### src/rtl/i2s_rx_deser.sv
// I2S slave receiver: oversamples SCK/WS/SD on the FIFO write clock and pushes
// each completed left/right word into the downstream FIFO write port.
module i2s_rx_deser #(
  parameter int data_width  = 16,
  parameter int sync_stages = 2,
  parameter int cnt_width   = 6
) (
  input  logic                  clk,
  input  logic                  rst,
  input  logic                  en,
  input  logic                  clr_ovr,
  input  logic                  i2s_sck,
  input  logic                  i2s_ws,
  input  logic                  i2s_sd,
  input  logic                  fifo_full,
  output logic                  wr_en,
  output logic [data_width-1:0] din,
  output logic                  ch,
  output logic                  synced,
  output logic                  overrun
);

  localparam int IW = (data_width > 1) ? $clog2(data_width) : 1;

  logic [sync_stages-1:0] sck_sync, ws_sync, sd_sync;
  logic                   sck_s, ws_s, sd_s, sck_d;
  logic                   rise, ws_change, in_range, drop;
  logic                   ws_p, have_ws;
  logic [cnt_width-1:0]   bit_cnt, cnt_next;
  logic [data_width-1:0]  shreg, word_next;
  logic [IW-1:0]          bit_idx;

  // Stage 0: synchronise the asynchronous I2S pins and find SCK rising edges
  always_ff @(posedge clk or posedge rst) begin
    if (rst) begin
      sck_sync <= '0;
      ws_sync  <= '0;
      sd_sync  <= '0;
      sck_d    <= 1'b0;
    end else begin
      sck_sync <= {sck_sync[sync_stages-2:0], i2s_sck};
      ws_sync  <= {ws_sync[sync_stages-2:0], i2s_ws};
      sd_sync  <= {sd_sync[sync_stages-2:0], i2s_sd};
      sck_d    <= sck_s;
    end
  end

  assign sck_s = sck_sync[sync_stages-1];
  assign ws_s  = ws_sync[sync_stages-1];
  assign sd_s  = sd_sync[sync_stages-1];
  assign rise  = sck_s & ~sck_d;

  // A WS change is only meaningful once ws_p holds a real sampled value
  assign ws_change = have_ws & (ws_s != ws_p);
  assign in_range  = int'(bit_cnt) < data_width;
  assign cnt_next  = (bit_cnt == '1) ? bit_cnt : bit_cnt + cnt_width'(1);
  assign drop      = en & rise & ws_change & synced & fifo_full;

  always_comb begin
    bit_idx   = IW'(data_width - 1 - int'(bit_cnt));
    word_next = shreg;
    if (in_range) word_next[bit_idx] = sd_s;
  end

  // Stage 1: shift, detect slot boundary, and issue the FIFO write
  always_ff @(posedge clk or posedge rst) begin
    if (rst) begin
      ws_p    <= 1'b0;
      have_ws <= 1'b0;
      bit_cnt <= '0;
      shreg   <= '0;
      synced  <= 1'b0;
      wr_en   <= 1'b0;
      din     <= '0;
      ch      <= 1'b0;
      overrun <= 1'b0;
    end else begin
      wr_en <= 1'b0;
      if (drop)         overrun <= 1'b1;
      else if (clr_ovr) overrun <= 1'b0;

      if (!en) begin
        synced  <= 1'b0;
        have_ws <= 1'b0;
        bit_cnt <= '0;
        shreg   <= '0;
      end else if (rise) begin
        ws_p    <= ws_s;
        have_ws <= 1'b1;
        if (ws_change) begin
          shreg   <= '0;
          bit_cnt <= '0;
          // The first boundary only aligns the frame; its partial word is discarded
          if (!synced) begin
            synced <= 1'b1;
          end else if (!fifo_full) begin
            wr_en <= 1'b1;
            din   <= word_next;
            ch    <= ws_p;
          end
        end else begin
          shreg   <= word_next;
          bit_cnt <= cnt_next;
        end
      end
    end
  end

endmodule

### config.mk
export PLATFORM = sky130hd
export DESIGN_NAME = i2s_rx_deser
export DESIGN_NICKNAME = d
export VERILOG_FILES = /design/src/rtl/i2s_rx_deser.sv
export SDC_FILE = /design/constraint.sdc
export NUM_CORES = 1
export LEC_CHECK = 0
export CORE_ASPECT_RATIO = 1.75
export CORE_UTILIZATION = 50
export DETAILED_ROUTE_END_ITERATION = 10
export PLACE_DENSITY_LB_ADDON = 0.2
export RECOVER_POWER = 100
export SYNTH_ARGS = -nofsm -noshare
export SYNTH_HDL_FRONTEND = slang
export SYNTH_SLANG_ARGS = --single-unit
### constraint.sdc
create_clock -name clk -period 1.75 [get_ports clk]
set_input_delay 0.35 -clock clk [delete_from_list [all_inputs] [get_ports clk]]
set_output_delay 0.35 -clock clk [all_outputs]
set_load 0.01 [all_outputs]
## Word level (Yosys, flattened, before mapping)

Index checks and enable logic that the tools add are counted.

- Mux-type cells: 23
- Reductions and logical operators: 6
- Eq/ne operators: 5
- Order comparisons: 3
- Add/sub/neg operators: 2
- Bitwise logic cells: 8

Operators by type and width:

| operator | number |
|---|---|
| two-way mux 16 bit | 4 |
| two-way mux 6 bit | 4 |
| bitwise mux 16 bit | 1 |
| two-way mux 1 bit | 13 |
| adder 6 x 1 -> 6 bit (second input constant) | 1 |
| AND 1 bit | 6 |
| equality test 6 bit (second input constant) | 1 |
| less-than comparator 6 x 5 -> 1 bit (second input constant) | 1 |
| AND reduction 2 bit | 3 |
| less-than comparator 4 x 5 -> 1 bit (second input constant) | 1 |
| AND reduction 5 bit | 1 |
| demux 1 bit (select 4 bit) | 1 |
| greater-or-equal comparator 4 x 1 -> 1 bit (second input constant) | 1 |
| inequality test 2 x 1 -> 1 bit (second input constant) | 2 |
| subtractor 4 bit (first input constant) | 1 |
| inequality test 3 bit (second input constant) | 1 |
| inverter 1 bit | 2 |
| nonzero test 2 bit | 1 |
| logical AND 1 bit | 1 |
| inequality test 1 bit | 1 |

- Register bits after elaboration: 51
- Input port bits: 8
- Word-level logic and storage cells: 60

## Longest topological paths before layout

- Depth in word-level cells: 10
- Depth in mapped cells: 7

## Worst setup path before layout

No wires, ideal clock.

- Path kind: register to register
- Start: register ws_p
- End: register ch
- Stages on the path, launching flop included: 7
- Library setup time: 0.125 ns
- Buffers on the path: 2
- Path slack: -0.144 ns
- Arrival: 1.768 ns
- Required time: 1.625 ns
- Cell sequence: dfrtp_1 -> xor2_1 -> nand2_2 -> or4_1 -> buf_2 -> buf_6 -> mux2_4

- Word-level cells in the longest chain between the ends: 3

Ends and longest elaborated chain:

| element | line | text |
|---|---|---|
| start: declaration | 28 | `logic ws_p, have_ws;` |
| start signal: assignment | 88 | `ws_p <= ws_s;` |
| inequality test 1 bit | 54 | `assign ws_change = have_ws & (ws_s != ws_p);` |
| AND 1 bit | 54 |  |
| AND reduction 5 bit (no line) | n/a |  |
| end signal: assignment | 99 | `ch <= ws_p;` |
| end: declaration | 18 | `output logic ch,` |

Parallel ways exist; a longest one is shown, timed or not.
A chain may end at the register's enable or synchronous reset.

## Final worst setup path

- Start: input port en
- End: register din[15]

- Word-level cells in the longest chain between the ends: 1

Ends and longest elaborated chain:

| element | line | text |
|---|---|---|
| start: declaration | 10 | `input logic en,` |
| AND reduction 5 bit (no line) | n/a |  |
| end signal: assignment | 98 | `din <= word_next;` |
| end: declaration | 17 | `output logic [data_width-1:0] din,` |

Every way passes these cells.

==> results.cfg <==
[placed_design]
dp.final_hpwl_mm = 3.53
gp_congestion = 0.870
port_buffers = 27
dpl.cell_count = 319

[clock_tree]
cts_buffers = 5
htreeDepth = 2
clockBufferDepth = 2
cts_tree = built
cts_root_buf = clkbuf_8
clk_pin_slew_ns = 0.08
clock-sinks = 51
hold_buffers = 0
clkLatencyLatePin_ns = 0.30

[timing]
fin_tns_setup_ns = 0
setup_viol = 0
timing.final.crit_period_ns = 1.73
clock_skew_ns = 0.00900
maxSlewViolCount = 0
relSlewSlack = 0.268
fmax_mhz = 576
worstMarginPinSlew_ns = 1.10
hold_viol_final = 0
rsz0062_at_grt = yes
fin_crit_sh = 0.991

[synth]
yosysWarnings = 0
synth_edf_count = 0
ys_seq_area_frac = 0.512
async_flop_share = 1.00
syn_inst = 226
synth_area_leader_cell = dfrtp_1
synth_ff_type = dfrtp_1
synthTopCellsByArea = dfrtp_1, mux2_2, mux2_4
syn_area_um2 = 2490
syn-mean-instance-area_um2 = 11.0
synth.top_cell.area_share = 0.512
synth_cell_types = 35
synth_seq_cells = 51
syn_nets = 242

[hold_path]
hp-class = reg2reg
hp-start = ws_sync[0]

[finish]
nets = 294
n_antenna_cell = 0
instances_no_fill = 329
area_growth_pct = 26.3
final_core_util = 0.662
drive_above_1_share = 0.289

[grt]
gr-usage-met2 = 0.386
grt_util_met1 = 0.248
grt_antenna_before_repair = 0
first_global_vias = 1833
grt_pass1_wl_mm = 8.58
grt.busiest_layer = met2
grt_start_max_net_pins = 52
grt_usage = 0.209
grt_use_met3 = 0.0326
grt_overflow = 0

[floorplanning]
dieWidth_um = 55.4
ios = 28
die_y_um = 95.4
core_um2 = 4750
start_util = 0.525
core.rowCount = 33
die_area_um2 = 5280

[worst_setup_path]
worstSetupEndpointType = flop
path_delay_family = buffers and inverters
worstSetupPathType = in2reg
arrival_ns = 1.92
cp_slowest_cell = or4_4
rr_startpoint = ws_p
worstSetupStartpoint = en
critical_path.max_stage_delay_ns = 0.50
required_ns = 1.93
crit_chain = clkdlybuf4s50_1 -> nand3b_1 -> or4_4 -> buf_12 -> mux2_4
startpoint_type = input pin
cp.buffers_inverters = 2
crit_fanout = 18

[routing]
wl_per_cell_um = 15.3
ant_nets = 0
drt_iter0_markers = 41
post_drt_via_cell_ratio = 5.55
vias = 1826
drt_wl_total_mm = 5.05
dr.pass1.iters = 4
drc_errors = 0

[power]
irDropWorstVdd_v = 0.000533
power.leakage_nw = 1.47
cellPowerDensity_nw_per_um2 = 645

[outcome]
status = complete, no violations

[job]
drv_cap = 0
final timing paths:
kind | to | slack, ns | cells after the start
max | din[15] | 0.02 | 5
min | ws_sync[1] | 0.35 | 0
max reg2reg | din[15] | 0.02 | 5
min reg2reg | ws_sync[1] | 0.35 | 0
max in group asynchronous | bit_cnt[5] | 0.29 | 3
min in group asynchronous | din[14] | 0.71 | 3
kinds of logic (layout without fill, tap and decap cells):
family / after synthesis / after routing / synth area share
AOI/OAI and AO/OA: 48 / 48 / 0.121
adders and majority gates: 8 / 8 / 0.0402
muxes: 35 / 35 / 0.171
DFF: 51 / 51 / 0.512
buffers and inverters: 32 / 83 / 0.0527
xor gates and xnor gates: 1 / 1 / 0.00352
and+or+nand+nor: 51 / 51 / 0.0995
state kept, by name (all words and copies together), names as in the netlist:
name      count
have_ws       1
ws_p          1
synced        1
overrun       1
ch            1
wr_en         1
sck_sync      2
sck_d         1
shreg        16
bit_cnt       6
ws_sync       2
din          16
sd_sync       2
cells in the mapped netlist (2+ instances only):
cell      number
a21o_1         4
o22ai_1       15
clkbuf_1       9
a22o_1         4
o21a_1         2
ha_1           8
inv_1         18
mux2_2        25
nor4b_1        2
nor2_1         5
a21oi_1       18
nand4_1        4
o21ai_0        2
dfrtp_1       51
mux2_4         9
buf_2          3
nand3_1        7
nand2_1       23
placed cells by master, fill, tap and decap left out, types with 2 or more instances in the layout:
cell	instances
dfrtp_1	49
o21ai_0	2
ha_1	8
o22ai_1	15
mux2_2	25
nand2_1	22
a21oi_1	18
clkbuf_8	5
dlygate4sd3_1	3
clkdlybuf4s50_1	24
a22o_1	4
dfrtp_2	2
o21a_1	2
buf_4	29
nand2_2	2
nor4b_4	2
nand3_1	7
nor2_1	4
clkbuf_1	2
a21o_1	4
nand4_1	4
mux2_4	9
inv_1	17
area by class of cell:
cell class / instances / area [um2]
clock buffer: 6 / 72.6
inverter: 18 / 67.6
multi-input combinational: 143 / 1140
timing repair buffer: 59 / 517
tap: 52 / 65.1
fill: 389 / 1600
sequential: 51 / 1280
worst register-to-register path: stages, from the launching register on:
cell and delay [ns]:
dfrtp_1 0.42, xor2_2 0.20, nand2_2 0.07, or4_4 0.43, buf_12 0.18, mux2_4 0.31
power breakdown:
part           total [mW]  switching [mW]  internal, mW
combinational       0.198           0.105        0.0927
sequential           1.22          0.0232          1.20
clock               0.611           0.344         0.267
total                2.03           0.472          1.56
per-stage QoR:
| step | hold slack (ns) | setup slack [ns] | power (mW) | instance area, um2 |
|---|---|---|---|---|
| 5_1_grt | 0.360 | -0.0482 | 2.11 | 3150 |
| 3_3_place_gp | 0.333 | -0.316 | 1.43 | 3020 |
| 3_5_place_dp | 0.335 | -0.339 | 1.44 | 3020 |
| 2_1_floorplan | 0.331 | -0.0798 | 1.35 | 2520 |
| 6_report | 0.351 | 0.0151 | 2.03 | 3150 |
| 4_1_cts | 0.354 | 0.00944 | 2.05 | 3110 |
what timing repair did:
item	4_1_cts	5_1_grt
pin swaps	1	0
resized for setup	2	8
endpoints found under the setup margin	14	17
buffers inserted	1	3
layer usage:
metal  vias up  part of all wire
li1        898                 -
met1       893              0.41
met2        29              0.55
met3         6             0.024
met4         0             0.014
met5         -                 0
Note: power is estimated with default switching activity, not from simulation.
